## config.mk

```make
export PLATFORM = sky130hd
export DESIGN_NAME = cpu_pipe_ctrl
export DESIGN_NICKNAME = d
export VERILOG_FILES = /design/src/rtl/cpu_pkg.sv /design/src/rtl/cpu_hazard_unit.sv /design/src/rtl/cpu_pipe_ctrl.sv
export SDC_FILE = /design/constraint.sdc
export NUM_CORES = 1
export LEC_CHECK = 0
export CORE_MARGIN = 2
export CORE_UTILIZATION = 46
export DETAILED_ROUTE_END_ITERATION = 10
export PLACE_DENSITY = 0.84
export SLEW_MARGIN = 20
export SYNTH_ARGS = -nofsm -noshare
export SYNTH_HDL_FRONTEND = slang
export SYNTH_SLANG_ARGS = --single-unit
export TNS_END_PERCENT = 30
```

## constraint.sdc

```tcl
create_clock -name clk -period 5.3 [get_ports clk]
set_clock_uncertainty 0.05 [all_clocks]
set_input_delay 0.795 -clock clk [delete_from_list [all_inputs] [get_ports clk]]
set_output_delay 0.795 -clock clk [all_outputs]
set_load 0.05 [all_outputs]
```

## src/rtl/cpu_pkg.sv

```systemverilog
// Shared definitions for the lab CPU pipeline control: opcodes, mux/forward encodings and
// small opcode classification helpers.
package cpu_pkg;

    typedef enum logic [4:0] {
        OpMv    = 5'd0,
        OpAdd   = 5'd1,
        OpSub   = 5'd2,
        OpCmp   = 5'd3,
        OpLd    = 5'd4,
        OpSt    = 5'd5,
        OpMvi   = 5'd6,
        OpAddi  = 5'd7,
        OpSubi  = 5'd8,
        OpCmpi  = 5'd9,
        OpMvhi  = 5'd10,
        OpJr    = 5'd11,
        OpJzr   = 5'd12,
        OpJnr   = 5'd13,
        OpCallr = 5'd14,
        OpJ     = 5'd15,
        OpJz    = 5'd16,
        OpJn    = 5'd17,
        OpCall  = 5'd18
    } opcode_t;

    localparam logic [2:0] SelARx    = 3'd0;
    localparam logic [2:0] SelAPc    = 3'd2;
    localparam logic [2:0] SelAImm8  = 3'd3;
    localparam logic [2:0] SelAImmHi = 3'd4;

    localparam logic [2:0] SelBRy    = 3'd0;
    localparam logic [2:0] SelBImm8  = 3'd1;
    localparam logic [2:0] SelBImm11 = 3'd2;
    localparam logic [2:0] SelBZero  = 3'd3;

    localparam logic [1:0] FwdReg = 2'd0;
    localparam logic [1:0] FwdAlu = 2'd1;
    localparam logic [1:0] FwdMem = 2'd2;

    function automatic logic writes_reg(opcode_t op);
        case (op)
            OpMv, OpAdd, OpSub, OpLd, OpMvi, OpAddi, OpSubi, OpMvhi: return 1'b1;
            default: return 1'b0;
        endcase
    endfunction

    function automatic logic is_call(opcode_t op);
        return (op == OpCall) || (op == OpCallr);
    endfunction

    function automatic logic sets_flags(opcode_t op);
        case (op)
            OpAdd, OpSub, OpCmp, OpAddi, OpSubi, OpCmpi: return 1'b1;
            default: return 1'b0;
        endcase
    endfunction

    function automatic logic uses_rx(opcode_t op);
        case (op)
            OpAdd, OpSub, OpCmp, OpSt, OpAddi, OpSubi, OpCmpi,
            OpJr, OpJzr, OpJnr, OpCallr: return 1'b1;
            default: return 1'b0;
        endcase
    endfunction

    function automatic logic uses_ry(opcode_t op);
        case (op)
            OpMv, OpAdd, OpSub, OpCmp, OpLd, OpSt: return 1'b1;
            default: return 1'b0;
        endcase
    endfunction

endpackage

```

## src/rtl/cpu_hazard_unit.sv

```systemverilog
// RAW hazard detection against the execute stage: forwarding selects, or a one-cycle
// stall request when forwarding is disabled.
module cpu_hazard_unit
    import cpu_pkg::*;
#(
    parameter int unsigned RW     = 3,
    parameter int unsigned FWD_EN = 1
) (
    input  logic          rd_use,
    input  opcode_t       rd_op,
    input  logic [RW-1:0] rd_rx,
    input  logic [RW-1:0] rd_ry,
    input  logic          ex_valid,
    input  opcode_t       ex_op,
    input  logic [RW-1:0] ex_rx,
    input  logic          wait_busy,
    output logic [1:0]    fwd_a,
    output logic [1:0]    fwd_b,
    output logic          stall_req
);

    logic          prod;
    logic [RW-1:0] dst;
    logic [1:0]    src;
    logic          hit_a;
    logic          hit_b;

    always_comb begin
        // A call's R7 write is treated like an ALU result for hazard purposes.
        prod  = ex_valid & ~wait_busy & (writes_reg(ex_op) | is_call(ex_op));
        dst   = is_call(ex_op) ? RW'(7) : ex_rx;
        src   = (ex_op == OpLd) ? FwdMem : FwdAlu;
        hit_a = rd_use & prod & uses_rx(rd_op) & (rd_rx == dst);
        hit_b = rd_use & prod & uses_ry(rd_op) & (rd_ry == dst);

        fwd_a     = FwdReg;
        fwd_b     = FwdReg;
        stall_req = 1'b0;
        if (FWD_EN != 0) begin
            fwd_a = hit_a ? src : FwdReg;
            fwd_b = hit_b ? src : FwdReg;
        end else begin
            stall_req = hit_a | hit_b;
        end
    end

endmodule

```

## src/rtl/cpu_pipe_ctrl.sv

```systemverilog
// Two-stage pipelined control for the 16-bit lab CPU: read-stage decode, execute-stage
// write-back control, N/Z flags, branch squash, load wait and RAW handling.
module cpu_pipe_ctrl
    import cpu_pkg::*;
#(
    parameter int unsigned OPW     = 5,
    parameter int unsigned RW      = 3,
    parameter int unsigned MEM_LAT = 1,
    parameter int unsigned FWD_EN  = 1
) (
    input  logic           clk,
    input  logic           reset,
    input  logic           i_rd_valid,
    input  logic [OPW-1:0] i_rd_opcode,
    input  logic [RW-1:0]  i_rd_rx,
    input  logic [RW-1:0]  i_rd_ry,
    input  logic           i_alu_n,
    input  logic           i_alu_z,
    output logic           o_pc_rd,
    output logic           o_stall,
    output logic [2:0]     o_sel_a,
    output logic [2:0]     o_sel_b,
    output logic           o_addsub,
    output logic [1:0]     o_fwd_a,
    output logic [1:0]     o_fwd_b,
    output logic           o_ldpc,
    output logic           o_ldpc_7,
    output logic           o_mem_rd,
    output logic           o_mem_wr,
    output logic           o_ldr,
    output logic           o_ld_mem_rd,
    output logic [RW-1:0]  o_wr_idx,
    output logic           o_n,
    output logic           o_z
);

    localparam int unsigned CW = (MEM_LAT > 1) ? $clog2(MEM_LAT) : 1;

    opcode_t       rd_op;
    logic          run_q, kill_q, ex_valid_q, n_q, z_q;
    opcode_t       ex_op_q;
    logic [RW-1:0] ex_rx_q;
    logic [CW-1:0] wait_q;
    logic          wait_busy, rd_use, raw_stall, stall, eff, set_flags;

    assign rd_op     = opcode_t'(i_rd_opcode);
    assign wait_busy = (wait_q != '0);
    assign rd_use    = run_q & i_rd_valid & ~kill_q;
    assign stall     = wait_busy | raw_stall;
    assign eff       = rd_use & ~stall;

    cpu_hazard_unit #(
        .RW     (RW),
        .FWD_EN (FWD_EN)
    ) u_hazard (
        .rd_use    (rd_use),
        .rd_op     (rd_op),
        .rd_rx     (i_rd_rx),
        .rd_ry     (i_rd_ry),
        .ex_valid  (ex_valid_q),
        .ex_op     (ex_op_q),
        .ex_rx     (ex_rx_q),
        .wait_busy (wait_busy),
        .fwd_a     (o_fwd_a),
        .fwd_b     (o_fwd_b),
        .stall_req (raw_stall)
    );

    always_comb begin
        o_sel_a   = SelARx;
        o_sel_b   = SelBRy;
        o_addsub  = 1'b0;
        o_ldpc    = 1'b0;
        o_ldpc_7  = 1'b0;
        o_mem_rd  = 1'b0;
        o_mem_wr  = 1'b0;
        set_flags = eff & sets_flags(rd_op);
        if (eff) begin
            case (rd_op)
                OpMv:          o_sel_a = SelAImm8;  // mv encodes a zero imm8
                OpSub, OpCmp:  o_addsub = 1'b1;
                OpLd:          begin o_sel_a = SelAImm8; o_mem_rd = 1'b1; end
                OpSt:          begin o_sel_a = SelAImm8; o_mem_wr = 1'b1; end
                OpMvi:         begin o_sel_a = SelAImm8; o_sel_b = SelBZero; end
                OpAddi:        o_sel_b = SelBImm8;
                OpSubi, OpCmpi: begin o_sel_b = SelBImm8; o_addsub = 1'b1; end
                OpMvhi:        begin o_sel_a = SelAImmHi; o_sel_b = SelBZero; end
                OpJr:          begin o_sel_b = SelBZero; o_ldpc = 1'b1; end
                OpJzr:         begin o_sel_b = SelBZero; o_ldpc = z_q; end
                OpJnr:         begin o_sel_b = SelBZero; o_ldpc = n_q; end
                OpCallr:       begin o_sel_b = SelBZero; o_ldpc = 1'b1; o_ldpc_7 = 1'b1; end
                OpJ:           begin o_sel_a = SelAPc; o_sel_b = SelBImm11; o_ldpc = 1'b1; end
                OpJz:          begin o_sel_a = SelAPc; o_sel_b = SelBImm11; o_ldpc = z_q; end
                OpJn:          begin o_sel_a = SelAPc; o_sel_b = SelBImm11; o_ldpc = n_q; end
                OpCall: begin
                    o_sel_a  = SelAPc;
                    o_sel_b  = SelBImm11;
                    o_ldpc   = 1'b1;
                    o_ldpc_7 = 1'b1;
                end
                default: ;
            endcase
        end
    end

    assign o_pc_rd     = run_q & ~stall;
    assign o_stall     = stall;
    assign o_ldr       = ex_valid_q & writes_reg(ex_op_q) & ~wait_busy;
    assign o_ld_mem_rd = ex_valid_q & (ex_op_q == OpLd) & ~wait_busy;
    assign o_wr_idx    = ex_rx_q;
    assign o_n         = n_q;
    assign o_z         = z_q;

    always_ff @(posedge clk or negedge reset) begin
        if (!reset) begin
            run_q      <= 1'b0;
            kill_q     <= 1'b0;
            ex_valid_q <= 1'b0;
            ex_op_q    <= OpMv;
            ex_rx_q    <= '0;
            wait_q     <= '0;
            n_q        <= 1'b0;
            z_q        <= 1'b0;
        end else begin
            run_q  <= 1'b1;
            kill_q <= o_ldpc;
            if (set_flags) begin
                n_q <= i_alu_n;
                z_q <= i_alu_z;
            end
            if (wait_busy) begin
                wait_q <= wait_q - CW'(1);
            end else if (!kill_q) begin
                // During a squash the branch stays in execute so a call's R7 remains visible.
                ex_valid_q <= eff;
                ex_op_q    <= rd_op;
                ex_rx_q    <= i_rd_rx;
                if (MEM_LAT > 1 && eff && rd_op == OpLd) wait_q <= CW'(MEM_LAT - 1);
            end
        end
    end

endmodule

```

======== After elaboration in Yosys (flattened, before gate mapping) ========
Memories as Yosys holds them, arrays and structs flattened.
Cells that the tools add are included.
storage, ports and cells
  flip-flop bits (word level) ............. 14
  ROM bits ................................ 48
  input port bits ......................... 16
  logic and storage cells ................. 92
  memories ................................ 3
memory list
  memory            depth  bits a word  read ports  clocked after Yosys merged registers in  wr ports  RTL line       text
  (name not given)  16     1            1           0                                        0         cpu_pkg.sv:42  case (op)
  (name not given)  16     1            1           0                                        0         cpu_pkg.sv:42
  (name not given)  16     1            1           0                                        0         cpu_pkg.sv:60  case (op)
cells by class
  add/sub/neg operators ................... 1
  eq/ne operators ......................... 23
  muxes and demuxes ....................... 24
  bitwise operators ....................... 19
  reduce and logical (&&, ||, !) cells .... 14
operator list
  kind                                            number
  == test 5 x 4 -> 1 bit (second input constant)  9
  == test 5 x 3 -> 1 bit (second input constant)  5
  == test 5 bit (second input constant)           4
  OR reduction 6 bit                              3
  AND 1 bit                                       16
  OR reduction 4 bit                              4
  2-to-1 mux 1 bit                                15
  == test 5 x 2 -> 1 bit (second input constant)  2
  case mux 3 bit (3 select lines)                 1
  2-to-1 mux 2 bit                                4
  == test 3 bit                                   2
  2-to-1 mux 3 bit                                2
  case mux 2 bit (3 select lines)                 1
  OR reduction 2 bit                              3
  == test 5 x 1 -> 1 bit (second input constant)  1
  logical NOT 5 bit                               1
  case mux 1 bit (3 select lines)                 1
  OR reduction 3 bit                              1
  NOT 1 bit                                       2
  AND reduction 2 bit                             1
  logical OR 1 bit                                1
  OR 1 bit                                        1
  subtractor 1 bit (second input constant)        1

======== Depth between registers and ports, before layout ========
  depth after elaboration ................. 8
  mapped depth ............................ 6

======== Hierarchy ========
From an unflattened synthesis, not the netlist that was laid out.
second synthesis, totals
  cells, all modules ...................... 147
  area total of the unflattened synthesis .. 1,157.4 µm²
by module, submodules not included
  module           times used  cells an instance  area an instance (µm²)  seq. area each (µm²)
  cpu_pipe_ctrl    1           94                 817.0                   325.3
  cpu_hazard_unit  1           53                 340.3                   0.0

======== Least setup slack after synthesis ========
OpenSTA, ideal clock, no wires.
  path type ............................... register -> output
  start point ............................. register ex_op_q[4]
  end point ............................... output port o_fwd_b[1]
  data arrival time ....................... 3,819 ps
  required time ........................... 4,455 ps
  path slack .............................. 636 ps
  stages on the path, launching flop included .. 5
  buffers on the path ..................... 0
  cell sequence ........................... dfrtp_1 nand2b_1 nor4_1 nand2b_1 nor4_1
between the ends
  cells in the longest elaborated chain, start to end .. 8
  elaborated cells on any way between the ends .. 14
RTL lines
  what                                                            RTL line               text
  start, declared                                                 cpu_pipe_ctrl.sv:41    opcode_t ex_op_q;
  start signal, assigned                                          cpu_pipe_ctrl.sv:119   ex_op_q <= OpMv;
  start signal, assigned                                          cpu_pipe_ctrl.sv:136   ex_op_q <= rd_op;
  == test 5 bit / == test 5 x 4 -> 1 bit (equally long branches)  cpu_pkg.sv:49          return (op == OpCall) || (op == OpCallr);
  logical OR 1 bit                                                cpu_pkg.sv:49
  OR 1 bit                                                        cpu_hazard_unit.sv:30  prod = ex_valid & ~wait_busy & (writes_reg(ex_op) | is_call(ex_op));
  AND 1 bit                                                       cpu_hazard_unit.sv:30
  AND 1 bit (3 in a row)                                          cpu_hazard_unit.sv:34  hit_b = rd_use & prod & uses_ry(rd_op) & (rd_ry == dst);
  2-to-1 mux 2 bit *                                              cpu_hazard_unit.sv:41  fwd_b = hit_b ? src : FwdReg;
  end, declared                                                   cpu_pipe_ctrl.sv:25    output logic [1:0] o_fwd_b,
Every way passes the cells marked *; elsewhere a longest branch is shown, timed or not.

======== Final worst setup path ========
  start point ............................. input port i_rd_opcode[3]
  end point ............................... output port o_ldpc
between the ends
  cells in the longest elaborated chain, start to end .. 4
  elaborated cells on any way between the ends .. 13
RTL lines
  what                                                                       RTL line             text
  start, declared                                                            cpu_pipe_ctrl.sv:14  input logic [OPW-1:0] i_rd_opcode,
  == test 5 bit / == test 5 x 4 -> 1 bit (equally long branches)             cpu_pipe_ctrl.sv:79  case (rd_op)
  OR reduction 4 bit (no line) / OR reduction 2 bit (equally long branches)  --
  case mux 1 bit (3 select lines) *                                          cpu_pipe_ctrl.sv:79
  2-to-1 mux 1 bit *                                                         cpu_pipe_ctrl.sv:78  if (eff) begin
  end, declared                                                              cpu_pipe_ctrl.sv:26  output logic o_ldpc,
Marked as above.

==> metrics.cfg <==
[place]
post-dp-hpwl_um = 1977
place_congestion = 0.7943
port_buffers = 37
post-place-cells = 183

[power_and_ir_drop]
intPower_uw = 180.4
power-per-cell-area_nw_per_um2 = 205.4
power_frac_clock_pct = 21.7
p_switching_uw = 108.6
cellLeakagePower_uw = 0.0005148
vdd_ir_drop_max_uv = 172.7
share_seq_of_total_power_pct = 41.6
power_frac_comb_pct = 36.7
sw_frac_of_total_pct = 37.58

[floorplan]
placementRows = 17
die_width_um = 51.23
initial_core_util_pct = 47.29
area_of_the_die_sq_um = 2624
design.portCount = 40
placeableCoreArea_sq_um = 2170
dieHeight_um = 51.23

[sta]
min_period_ns = 4.146
fmax_ghz = 0.2412
setup_total_negative_slack_ns = 0
finalHoldViolCount = 0
min_period_over_period_pct = 78.22
worstMarginPinSlew_ns = 0.5441
slew_limit_fails = 0
slew_headroom_pct = 63.61
grt_setup_unrepaired = no
timing.final.setup_violations = 0

[run_status]
run_status = completed

[clock_tree]
cts.path.max_buffers = 2
clock_tree.htree_level_count = 1
cts.reportedPaths.clkPinSlew_ns = 0.07
clk_root_buffer_cell = sky130_fd_sc_hd__clkbuf_4
post_cts_buffers = 0
cts_repair_resized_insts = 0
number_of_buffers_created_by_cts = 3
tritoncts = yes
cts_sink_count = 13
cts_hold_repair.buffers = 0
clk_latency_ns = 0.29

[drt]
routedWlPerCell_um = 13.68
drtAntennaViolNets = 0
vias = 1057
viasPerCell = 5.652
detail_route.drc_violations = 0
dr.first_iter.drc_count = 23
detail_route.wirelength_um = 2558
detail_route.first_pass.iterations = 4

[synth]
unique_masters_post_synth = 41
count_of_mapped_cells_out_of_synthesis = 127
synth_enable_flop_cells = 0
synth_seq_cells = 13
syn-mean-instance-area_sq_um = 8.079
yosys.area.top_type = sky130_fd_sc_hd__dfrtp_1
yosysWarningCount = 0
synth.yosys.seq_area_share_pct = 31.71
netlist_top_cells_area = sky130_fd_sc_hd__dfrtp_1 32%, sky130_fd_sc_hd__mux2_2 6.6%, sky130_fd_sc_hd__nor2_1 5.9%
netlist.area_leader.share_pct = 31.71
ys_async_sr_fraction_pct = 100.0
syn_area_sq_um = 1026
postSynth.topFlopCell = sky130_fd_sc_hd__dfrtp_1

[setup_path]
r2r-end = o_n
r2r_slack_ns = 3.46
crit_path_top_delay_cell = sky130_fd_sc_hd__clkdlybuf4s50_1
cell_chain_of_the_critical_path = clkdlybuf4s50_1 > nand2_1 > nor2_1 > a21oi_1 > or3_1 > a21oi_1 > clkdlybuf4s50_1
crit_type = primary input to output port
cpPeakStageDelay_ns = 0.84
r2r_path_start = kill_q
startpoint_class = primary input
critPathArrivalTime_ns = 3.30
worstPathBufferInverterCount = 2
cp_max_fo = 12
wp_data_required_ns = 4.45
worstRegToRegCells = 4
critical_path.endpoint_type = output port
timing.critical_path.max_delay_family = buffers and inverters

[cells_and_area]
finish.utilization_pct = 64.88
fin_nets = 176
number_of_fill_cells = 183
diodes = 0
multiInputGateArea_sq_um = 635.6
drive_gt1_share_pct = 8.805
regArea_sq_um = 325.3
synthToLayoutAreaGrowth_pct = 37.20
fin_cells = 187

[worst_hold_path]
hold_path.startpoint = ex_valid_q
holdPathEnd = ex_valid_q
hold_path_stages = 2
hold_path_class = flip-flop to flip-flop

[global_routing]
grt_first_pass_wirelength_um = 4298
grt_start_max_net_pins = 15
grt_antenna_before_repair = 0
via_count_of_the_first_global_routing_pass = 958
grt_overflow = 0
globalRouteTotalUtil_pct = 21.97

[run]
cap_viol_max_count = 0

-- stage by stage --
stage,hold slack (ns),total power (uW),setup WS [ns],cell area [sq um]
floorplan,0.4265,190.7,0.6361,1030
global placement,0.4628,224.4,1.242,1381
detailed placement,0.4754,227.5,1.203,1381
CTS,0.4937,289.8,1.183,1408
global route,0.5389,304.3,1.017,1408
finish,0.4924,289.1,1.154,1408
-- final cells by class --
cell class | instances | area share [%]
Timing Repair Buffer | 37 | 26.31
Inverter | 4 | 1.067
Tap cell | 28 | 2.489
Clock buffer | 4 | 1.867
Multi-Input combinational cell | 101 | 45.16
Sequential cell | 13 | 23.11
-- cells in the mapped netlist (2+ instances only) --
cell                        count
sky130_fd_sc_hd__inv_1          4
sky130_fd_sc_hd__dfrtp_1       13
sky130_fd_sc_hd__xor2_1         4
sky130_fd_sc_hd__nor3b_1        2
sky130_fd_sc_hd__or2_2          2
sky130_fd_sc_hd__nand3_1        2
sky130_fd_sc_hd__a21oi_1        7
sky130_fd_sc_hd__clkbuf_1       6
sky130_fd_sc_hd__nand3b_1       2
sky130_fd_sc_hd__nor4_1         5
sky130_fd_sc_hd__conb_1         2
sky130_fd_sc_hd__nand2b_1       5
sky130_fd_sc_hd__nor3_1         4
sky130_fd_sc_hd__nor2_1        16
sky130_fd_sc_hd__buf_4          2
sky130_fd_sc_hd__xnor2_1        3
sky130_fd_sc_hd__o21ai_0        9
sky130_fd_sc_hd__o2111ai_1      2
sky130_fd_sc_hd__nand2_1       10
sky130_fd_sc_hd__mux2_2         6
-- layer usage --
layer | vias up | track usage [%] | part of all wire, %
li1 | 509 | - | -
met5 | - | 0 | 0
met4 | 0 | 6.579 | 0.94
met3 | 3 | 6.140 | 5.3
met1 | 510 | 27.12 | 40
met2 | 35 | 37.23 | 53
-- placed cells by master (no fill, tap or decap), types with 2 or more instances in the layout --
master                            netlist  routed
sky130_fd_sc_hd__a21oi_1                7       7
sky130_fd_sc_hd__clkbuf_4               0       3
sky130_fd_sc_hd__clkdlybuf4s50_1        0      37
sky130_fd_sc_hd__conb_1                 2       3
sky130_fd_sc_hd__dfrtp_1               13      13
sky130_fd_sc_hd__inv_1                  4       4
sky130_fd_sc_hd__mux2_2                 6       6
sky130_fd_sc_hd__nand2_1               10      10
sky130_fd_sc_hd__nand2b_1               5       5
sky130_fd_sc_hd__nand3_1                2       2
sky130_fd_sc_hd__nand3b_1               2       2
sky130_fd_sc_hd__nor2_1                16      16
sky130_fd_sc_hd__nor3_1                 4       4
sky130_fd_sc_hd__nor3b_1                2       2
sky130_fd_sc_hd__nor4_1                 5       5
sky130_fd_sc_hd__o2111ai_1              2       2
sky130_fd_sc_hd__o21ai_0                9       9
sky130_fd_sc_hd__or2_2                  2       2
sky130_fd_sc_hd__xnor2_1                3       3
sky130_fd_sc_hd__xor2_1                 4       4
-- logic make-up after synthesis --
kind of cell	after synthesis	share of synthesized area (%)
AOI/OAI and AO/OA	28	18.17
xor gates and xnor gates	7	5.976
adders and majority gates	1	0.9756
buffers and inverters	14	6.706
DFF	13	31.71
muxes	7	7.561
other	2	0.7320
and+or+nand+nor	55	28.17
-- flip-flops by register name, indices dropped and copies added, names as in the netlist --
name        cells
o_n             1
ex_op_q         5
kill_q          1
o_z             1
o_wr_idx        3
ex_valid_q      1
run_q           1
-- worst max-delay path by stage --
stage,from,endpoint,cells after the start
3_5_place_dp,i_rd_opcode[2],o_ldpc,7
4_1_cts,i_rd_opcode[3],o_ldpc,7
2_1_floorplan,ex_op_q[4],o_fwd_b[1],4
6_report,i_rd_opcode[3],o_ldpc,7
5_1_grt,i_rd_opcode[2],o_ldpc,7
3_3_place_gp,i_rd_opcode[3],o_ldpc,7
-- power by group through the flow --
stage,combinational [uW],sequential [uW],clock [uW]
after floorplan,52.6,138,0
after global placement,104,121,0
after detailed placement,106,122,0
after CTS,106,120,63.6
after global routing,114,122,68.8
final,106,120,62.8
-- worst reg2reg max path: cells and delay by family, from the launching register on --
| family | cells | cell delay (ns) |
|---|---|---|
| DFF | 1 | 0.53 |
| and+or+nand+nor | 2 | 0.63 |
| AOI/OAI and AO/OA | 1 | 0.20 |
| muxes | 1 | 0.32 |
No activity file was read; power rests on OpenSTA's default activity.
